**config.mk**
```make
export PLATFORM = sky130hd
export DESIGN_NAME = fp32_invsqrt_seq
export DESIGN_NICKNAME = d
export VERILOG_FILES = /design/src/rtl/fp32_invsqrt_seq.sv
export SDC_FILE = /design/constraint.sdc
export NUM_CORES = 1
export LEC_CHECK = 0
export ABC_AREA = 1
export CELL_PAD_IN_SITES_DETAIL_PLACEMENT = 1
export CELL_PAD_IN_SITES_GLOBAL_PLACEMENT = 2
export CORE_ASPECT_RATIO = 1.25
export CORE_MARGIN = 5
export CORE_UTILIZATION = 28
export DETAILED_ROUTE_END_ITERATION = 10
export PLACE_DENSITY_LB_ADDON = 0.3
export SETUP_SLACK_MARGIN = 0.05
export SLEW_MARGIN = 20
export SYNTH_ARGS = -nofsm -noshare
export SYNTH_HDL_FRONTEND = slang
export SYNTH_SLANG_ARGS = --single-unit
```
**constraint.sdc**
```tcl
create_clock -name clk -period 4.2 [get_ports clk]
set_input_delay 1.26 -clock clk [delete_from_list [all_inputs] [get_ports clk]]
set_output_delay 1.26 -clock clk [all_outputs]
set_load 0.05 [all_outputs]
```
**src/rtl/fp32_invsqrt_seq.sv**
```systemverilog
// fp32 1/sqrt(x): magic-constant seed refined by Newton-Raphson passes, with every
// multiply and add issued to one shared external fp32 multiplier and one fp32 adder.
module fp32_invsqrt_seq #(
    parameter int          ITERATIONS = 2,
    parameter logic [31:0] MAGIC      = 32'h5f3759df
) (
    input  logic        clk,
    input  logic        rst_n,
    input  logic        in_valid,
    output logic        in_ready,
    input  logic [31:0] in_data,
    output logic        out_valid,
    input  logic        out_ready,
    output logic [31:0] out_data,
    output logic        busy,
    output logic        mul_req_valid,
    output logic [31:0] mul_a,
    output logic [31:0] mul_b,
    input  logic        mul_res_valid,
    input  logic [31:0] mul_res,
    output logic        add_req_valid,
    output logic [31:0] add_a,
    output logic [31:0] add_b,
    input  logic        add_res_valid,
    input  logic [31:0] add_res
);
    localparam logic [31:0] FP_HALF   = 32'h3F000000;
    localparam logic [31:0] FP_1P5    = 32'h3FC00000;
    localparam logic [31:0] RES_NAN   = 32'h7FC00001;
    localparam logic [31:0] RES_PINF  = 32'h7F800000;
    localparam logic [2:0]  LAST_ITER = 3'(ITERATIONS - 1);

    typedef enum logic [2:0] {
        S_IDLE,
        S_HALF,
        S_SQ,
        S_TERM,
        S_SUB,
        S_UPD,
        S_DONE
    } state_t;

    state_t      r_state;
    state_t      w_state_next;
    logic        r_first;
    logic [31:0] r_x;
    logic [31:0] r_x_half;
    logic [31:0] r_y;
    logic [31:0] r_t;
    logic [31:0] r_out_data;
    logic [2:0]  r_iter;

    logic        w_is_special;
    logic [31:0] w_special_res;
    logic        w_mul_done;
    logic        w_add_done;
    logic        w_enter_op;

    always_comb begin
        w_is_special  = 1'b1;
        w_special_res = RES_NAN;
        if (in_data[30:23] == 8'hFF && in_data[22:0] != 23'd0) begin
            w_special_res = RES_NAN;
        end else if (in_data[31] && in_data[30:0] != 31'd0) begin
            w_special_res = RES_NAN;
        end else if (in_data[30:0] == 31'h7F800000) begin
            w_special_res = 32'h00000000;
        end else if (in_data[30:0] == 31'd0) begin
            w_special_res = RES_PINF;
        end else begin
            w_is_special = 1'b0;
        end
    end

    // A result in the request cycle cannot belong to that request (latency >= 1),
    // so it is a leftover and is dropped.
    assign w_mul_done = mul_res_valid & ~r_first;
    assign w_add_done = add_res_valid & ~r_first;

    always_comb begin
        w_state_next = r_state;
        case (r_state)
            S_IDLE: if (in_valid) w_state_next = w_is_special ? S_DONE : S_HALF;
            S_HALF: if (w_mul_done) w_state_next = S_SQ;
            S_SQ:   if (w_mul_done) w_state_next = S_TERM;
            S_TERM: if (w_mul_done) w_state_next = S_SUB;
            S_SUB:  if (w_add_done) w_state_next = S_UPD;
            S_UPD:  if (w_mul_done) w_state_next = (r_iter == LAST_ITER) ? S_DONE : S_SQ;
            S_DONE: if (out_ready) w_state_next = S_IDLE;
            default: w_state_next = S_IDLE;
        endcase
    end

    assign w_enter_op = (w_state_next != r_state) &&
                        (w_state_next != S_IDLE) && (w_state_next != S_DONE);

    always_ff @(posedge clk or negedge rst_n) begin
        if (!rst_n) begin
            r_state <= S_IDLE;
            r_first <= 1'b0;
        end else begin
            r_state <= w_state_next;
            r_first <= w_enter_op;
        end
    end

    always_ff @(posedge clk or negedge rst_n) begin
        if (!rst_n) begin
            r_x        <= 32'd0;
            r_x_half   <= 32'd0;
            r_y        <= 32'd0;
            r_t        <= 32'd0;
            r_out_data <= 32'd0;
            r_iter     <= 3'd0;
        end else begin
            case (r_state)
                S_IDLE: begin
                    if (in_valid) begin
                        r_x <= in_data;
                        if (w_is_special) begin
                            r_out_data <= w_special_res;
                        end else begin
                            r_y    <= MAGIC - (in_data >> 1);
                            r_iter <= 3'd0;
                        end
                    end
                end
                S_HALF: if (w_mul_done) r_x_half <= mul_res;
                S_SQ:   if (w_mul_done) r_t <= mul_res;
                S_TERM: if (w_mul_done) r_t <= mul_res;
                S_SUB:  if (w_add_done) r_t <= add_res;
                S_UPD: begin
                    if (w_mul_done) begin
                        r_y    <= mul_res;
                        r_iter <= r_iter + 3'd1;
                        if (r_iter == LAST_ITER) r_out_data <= mul_res;
                    end
                end
                default: ;
            endcase
        end
    end

    // Operands come straight from registers that only change on the capture edge,
    // so they stay stable for the whole wait.
    always_comb begin
        mul_req_valid = 1'b0;
        mul_a         = 32'd0;
        mul_b         = 32'd0;
        add_req_valid = 1'b0;
        add_a         = 32'd0;
        add_b         = 32'd0;
        case (r_state)
            S_HALF: begin
                mul_req_valid = r_first;
                mul_a         = r_x;
                mul_b         = FP_HALF;
            end
            S_SQ: begin
                mul_req_valid = r_first;
                mul_a         = r_y;
                mul_b         = r_y;
            end
            S_TERM: begin
                mul_req_valid = r_first;
                mul_a         = r_x_half;
                mul_b         = r_t;
            end
            S_SUB: begin
                add_req_valid = r_first;
                add_a         = FP_1P5;
                add_b         = {~r_t[31], r_t[30:0]};
            end
            S_UPD: begin
                mul_req_valid = r_first;
                mul_a         = r_y;
                mul_b         = r_t;
            end
            default: ;
        endcase
    end

    assign in_ready  = (r_state == S_IDLE);
    assign busy      = (r_state != S_IDLE);
    assign out_valid = (r_state == S_DONE);
    assign out_data  = r_out_data;

endmodule

```
Yosys cells after proc, flatten, opt, wreduce, memory -nomap -nowiden
Index checks and enable logic that the tools add are counted.
{ "word_totals": {"output_inout_bits": 165, "word_cells": 92, "register_bits": 167, "inputBits": 102} }
{ "classes": {"n_addsub": 2, "eq_ne": 18, "muxes": 39, "n_reduce_logical": 21, "bitwise_logic": 4} }
{ "ops": {"columns": ["cell", "count"], "rows": [
  ["$mux 32", 10],
  ["$pmux 32 s2", 3],
  ["$pmux 32 s3", 2],
  ["$mux 31", 2],
  ["$mux 3", 12],
  ["$sub 31x31->32 const A", 1],
  ["$eq 31x31->1 const B", 1],
  ["$logic_not 31->1", 1],
  ["$reduce_bool 31->1", 1],
  ["$mux 30", 1],
  ["$mux 23", 1],
  ["$reduce_bool 23->1", 1],
  ["$pmux 3 s7", 1],
  ["$ne 2x2->1 const B", 5],
  ["$eq 3x3->1 const B", 3],
  ["$eq 8x8->1 const B", 1],
  ["$eq 3x1->1 const B", 2],
  ["$eq 3x2->1 const B", 2],
  ["$mux 1", 6],
  ["$pmux 3 s2", 1],
  ["$reduce_bool 3->1", 2],
  ["$reduce_or 2->1", 3],
  ["$reduce_and 5->1", 1],
  ["$logic_and 1x1->1", 4],
  ["other kinds (12)", 17]
]} }

Depth between registers and ports, before layout
{ "logic_depth": {"ltp_word": 11, "ltp_mapped": 15} }

Worst setup path after synthesis
OpenSTA, ideal clock, no wires.
{ "synth_timing": {"kind": "reg2out", "from": "register r_state[0]", "to": "output port mul_b[21]", "t_required_ps": 2940, "stages_incl_launch_ff": 8, "t_arrival_ps": 2149, "slack_ps": 791, "cell_sequence": "dfrtp_1 > inv_2 > nor2_2 > nand2_1 > inv_1 > nor2_1 > clkbuf_1 > o21ai_0"} }
{ "synth_via": {"elab_chain_cells": 3, "word_cells_on_any_way": 6, "cone_classes": "eq/ne: 4; mux: 1; reduce/logical: 1"} }
{ "synth_lines": {"columns": ["element", "line_no", "source"], "rows": [
  ["from (decl)", "43", "state_t r_state;"],
  ["from (signal assigned)", "102", "r_state <= w_state_next;"],
  ["$eq 3x3->1 / $eq 3x2->1 (equally long branches)", "153", "case (r_state)"],
  ["$reduce_or 2->1 (no line)", null, null],
  ["$pmux 32 s3 (*)", "153", null],
  ["to (decl)", "18", "output logic [31:0] mul_b,"]
]} }
Mark *: on every way between the ends. The rest lies on a longest branch, timed or not.

Worst setup path after layout
{ "layout_timing": {"from": "register r_state[1]", "to": "output port add_b[13]"} }
{ "layout_via": {"elab_chain_cells": 2} }
{ "layout_lines": {"columns": ["element", "line_no", "source"], "rows": [
  ["$eq 3x3->1", "153", null],
  ["$mux 32", "153", null],
  ["to (decl)", "23", "output logic [31:0] add_b,"]
]} }
Every way passes these cells.

==> impl_metrics.toml <==
[floorplanning]
num_rows = 75
coreArea_mm2 = 0.0335
io_pins = 267
initial_utilization_pct = 28.2
die_w_um = 174
die-area_mm2 = 0.0375
die_h_um = 215

[yosys]
syn_avg_cell_area_um2 = 7.16
ys_ff_latch = 167
synth_cells = 1320
synth-edff-count = 0
syn_area_mm2 = 0.00945
synth_top_area_share_pct = 44.2
synth_top_cell_by_area = "dfrtp_1"
seq_area_frac_synth_pct = 44.2
yosysWarnings = 0
synthArstFlopShare_pct = 100
synth_top_cells_by_area = "dfrtp_1, nand2_1, o21ai_0, nor2_1, inv_1"
yosys_most_used_dff = "dfrtp_1"
synth_cell_types = 36

[global_route]
overflow = 0
grt_pass1_wl_mm = 61.5
antenna_found_initial = 0
grt_max_degree = 64
grt_pass1_vias = 9999
grt_usage_pct = 21.1

[clock_tree]
clk_pin_slew_ps = 70
clkSinkCount = 167
cts_setup_buffers = 0
clockRootBuffer = "clkbuf_16"
ctsHoldBuffers = 0
cts_resized = 0
htree_levels = 4
numCtsBuffers = 17
cts_tree = "built"
cts_buffer_depth = 2
worstSkewPairLatency_ps = 430

[sta]
relSlewSlack_pct = 49.8
finalHoldViolCount = 0
finClkSkew_ps = 5.50
rsz0062_at_grt = "false"
worst_pin_slew_ps = 753
final_max_slew_viol_count = 0
fin_tns_setup_ps = 0
period_share_pct = 93.3
post-route-min-period_ps = 3920
fmax_mhz = 255
setup_viol = 0

[setup_path]
reg2reg_slack_ps = 1740
critPathMaxStageDelay_ps = 830
crit_top_cell = "nor2_1"
end_kind = "output port"
critPathLaunchType = "flip-flop"
critPathLaunch = "r_state[1]"
worstPathArrival_ps = 2660
cpMaxStageDelayCell = "clkdlybuf4s50_1"
worst_ep_required_time_ps = 2940
crit_type = "reg -> out"
rr_startpoint = "r_state[0]"
crit_path_max_fanout = 46
cp_cell_sequence = "nor2_1 -> nand2_4 -> buf_12 -> nor2_1 -> clkdlybuf4s50_1"

[finish]
utilization_pct = 38.9
layout_commonest_cell = "nand2_1"
syn2layout_area_growth_pct = 38.1
final_cell_mix = "nand2_1, clkdlybuf4s50_1, dfrtp_1, o21ai_0, nor2_1"
layout.nets = 1638
insertedDiodeCount = 0
layout-drive-gt1-share_pct = 9.32

[drt]
wire_per_inst_um = 20.5
drc_errors = 0
drt-initial-drc-count = 525
ant_nets = 0
routed_via_density = 4.93
wl_mm = 40.4
firstDrtPassIters = 5
vias = 9706

[outcome]
status = "finished, final reports clean"

[pwr]
power_density_mw_per_mm2 = 864
leakage_nw = 6.27
max-vdd-ir-drop_mv = 0.309

[placed_design]
dp.final_hpwl_mm = 31.3
gp_congestion = 0.880
portBuffers = 242

[min_path]
min-delay-start = "out_data[28]"
hp-class = "reg -> reg"

[flow_run]
max_cap_violations = 0
[cell usage after synthesis (2+ instances only)]
master / n
nand2_2: 5
xor2_1: 2
or2_2: 2
buf_4: 32
o21ai_1: 6
a21oi_1: 21
inv_1: 139
clkinv_1: 3
buf_2: 12
nand4_1: 9
ha_1: 4
dfrtp_1: 167
a31oi_1: 19
nor3_1: 7
nor2_1: 146
clkbuf_1: 46
a22oi_1: 39
buf_6: 2
o22ai_1: 8
nand3_1: 50
inv_2: 8
o221ai_1: 3
nand2_1: 387
o21ai_0: 156
nor2_2: 2
buf_1: 3
o211ai_1: 31
o31ai_1: 3
[power breakdown]
group	internal [W]	switching [W]	total, W
sequential	0.00232	0.000449	0.00277
combinational	0.00233	0.00461	0.00694
clock	0.000832	0.000730	0.00156
[sequential cells by signal, summed over array words and instances, names as in the netlist]
register	cells
r_state	3
out_data	32
r_y	32
r_first	1
r_x	32
r_iter	3
r_t	32
r_x_half	32
[worst max-delay path: cells and delay by family, from the launching register on]
kind                   cells  cell delay, ps
buffers and inverters      2            1090
AND/OR/NAND/NOR            3             690
flip-flops                 1             420
[kinds of logic after synthesis]
family	after synthesis	synth area share, %
buffers and inverters	245	11.3
and+or+nand+nor	611	25.7
adders and majority gates	4	0.530
xor gates and xnor gates	2	0.185
DFF	167	44.2
other	1	0.0397
AOI/OAI and AO/OA	290	18.0
[layout make-up]
type / count / area [um^2]
timing repair buffer: 265 / 2900
sequential: 167 / 4180
inverter: 150 / 563
tap: 423 / 529
clock buffer: 17 / 425
clock inverter: 15 / 144
fill: 4036 / 20500
multi-input combinational: 931 / 4310
[through the flow]
stage	std cells	setup slack, ps	power, W	hold WS [ps]	instance area, um^2
global placement	1936	638	0.00968	467	12500
global route	1968	104	0.0119	509	13000
detailed placement	1936	529	0.00978	469	12500
CTS	1968	252	0.0114	489	13000
finish	1968	280	0.0113	483	13000
floorplan	1343	791	0.00676	443	9540
[per-layer routing]
layer | GRT usage, % | part of all wire (%) | vias to the layer above
li1 | - | - | 4640
met1 | 28.2 | 46 | 4800
met2 | 36.2 | 49 | 236
met3 | 2.66 | 3.6 | 30
met4 | 5.31 | 1.8 | 0
met5 | 0 | 0 | -
[path summary, 6_finish.rpt]
| kind | end | cells past startpoint |
|---|---|---|
| max | add_b[13] | 5 |
| min | out_data[28] | 2 |
| max reg2reg | r_iter[2] | 11 |
| min reg2reg | out_data[28] | 2 |
| max in group asynchronous | r_t[27] | 2 |
| min in group asynchronous | out_data[9] | 1 |
No activity file was read; power rests on OpenSTA's default activity.
==> variant: new RTL, same settings <==
Reset style: synchronous (`rst_n`), changed in 2 clocked blocks.
--- a/src/rtl/fp32_invsqrt_seq.sv
+++ b/src/rtl/fp32_invsqrt_seq.sv
@@ -96,3 +96,3 @@
 
-    always_ff @(posedge clk or negedge rst_n) begin
+    always_ff @(posedge clk) begin
         if (!rst_n) begin
@@ -106,3 +106,3 @@
 
-    always_ff @(posedge clk or negedge rst_n) begin
+    always_ff @(posedge clk) begin
         if (!rst_n) begin
Check against the original RTL: differs if rst_n is asserted again (counterexample within 4 cycles, from zero or initial values and one cycle with rst_n low); with rst_n held inactive, the same outputs for 4 cycles.
==> variant against the unedited design <==
Cell count is 1.8% higher; final area is 3.4% lower; via count is 1.9% higher; area after synthesis is 3.6% lower; core utilization is 0.47 points higher; global-route usage is 0.53 points higher; sequential cell count stayed put; die area is 3.4% lower; worst setup slack better by 8.4 ps; routed wire length is 0.96% lower; critical endpoint is now add_b[23]; largest cell class unchanged.
Power is not compared: it rests on default switching activity, and its combinational part moved more than twofold at a synthesized area within 25%.
==> variant: results <==
set metrics [dict create \
    syn_inst 1384 \
    grt_pass1_wl_um 60500 \
    dr.pass1.iters 5 \
    dpl_worst_slack_ps 291 \
    ctsRootBufferMaster "clkbuf_16" \
    post-dp-hpwl_um 30500 \
    clock_latency_ps 440 \
    grt_pass1_vias 10000 \
    cts_setup_buffers 0 \
    maxSlewHeadroom_pct 54.5 \
    synthTopCellsByArea "dfxtp_1, nor2_1, nand2_1" \
    fillCellCount 3983 \
    dr.first_iter.drc_count 776 \
    path_clk_slew_ps 70 \
    dp_cells 1971 \
    worstPathMaxFanout 34 \
    wl_per_cell_um 20.0 \
    status "finished clean" \
    ys_warn_count 0 \
    io_buffers 242 \
    worstPathArrival_ps 2650 \
    ir_drop_v 0.000246 \
    grt_usage_pct 21.6 \
    cap_violations 0 \
    synthFlopType "dfxtp_1" \
    cts_resized 0 \
    synth_async_sr_flop_share_pct 0 \
    yosysSeqAreaShare_pct 36.7 \
    grt_max_degree 130 \
    clock_path_buffers 2 \
    fin_nets 1684 \
    layout-drive-gt1-share_pct 11.7 \
    drt-total-wl_um 40000 \
    synth_commonest_cells "nor2_1, nand2_1, dfxtp_1" \
    place_area_um2 11900 \
    holdBufCountCts 0 \
    cts-buffers-inserted 17 \
    yosysUniqueCellTypes 42 \
    antenna_found_initial 0 \
    hold_class "flip-flop to flip-flop" \
    h-tree-depth 4 \
    place.gp.congestion 0.852 \
    antenna_cells 0 \
    p_leak_nw 5.12 \
    post_drt_via_cell_ratio 4.94 \
    finClkSkew_ps 6.06 \
]
==> variant: per-stage QoR <==
stage	hold WS, ps	util (%)
2_1_floorplan	425	-
3_3_place_gp	446	37.3
3_5_place_dp	450	37.3
4_1_cts	458	39.4
5_1_grt	486	39.4
6_report	457	39.4
==> variant: area by class of cell <==
type / instances / share of cell area, %
Clock buffer: 21 / 3.65
Clock inverter: 11 / 1.75
Inverter: 152 / 4.53
Multi-Input combinational cell: 971 / 37.0
Sequential cell: 167 / 26.5
Tap cell: 412 / 4.09
Timing Repair Buffer: 269 / 22.4
==> variant: final timing paths <==
| kind | startpoint | endpoint | slack [ps] | depth (start not counted) |
|---|---|---|---|---|
| worst min register to register | r_x[4] | r_x[4] | 460 | 2 |
| worst max register to register | r_state[0] | out_data[20] | 1640 | 11 |
| worst max-delay path | r_state[2] | add_b[23] | 290 | 6 |
| worst min-delay path | r_x[4] | r_x[4] | 460 | 2 |
==> variant: per-layer routing <==
layer  part of all wire, %  vias to the layer above  GRT usage [%]
met2                    43                      273           32.9
met3                   5.1                       38           3.21
li1                      -                     4850              -
met4                   1.8                        0           5.77
met1                    50                     4726           31.8
met5                     0                        -              0
==> variant: critical path, cell delays in order (launching register included) <==
cell and delay [ps]:
dfxtp_1 610, inv_2 80, nor2_4 380, inv_1 320, buf_4 340, nor2_1 270, buf_12 180
==> variant: logic make-up after synthesis <==
group,Yosys count,share of synthesized area [%]
fa+ha+maj,4,0.549
simple gates,555,25.0
buf+inv,269,13.3
xor+xnor,5,0.481
other cells,1,0.0412
compound gates,383,23.9
flops,167,36.7
==> variant: report_power, final <==
part	switching [mW]	internal (mW)	leakage (nW)
combinational	2.29	0.963	3.43
sequential	0.236	1.98	1.37
clock	0.703	1.15	0.320
total	3.22	4.10	5.12
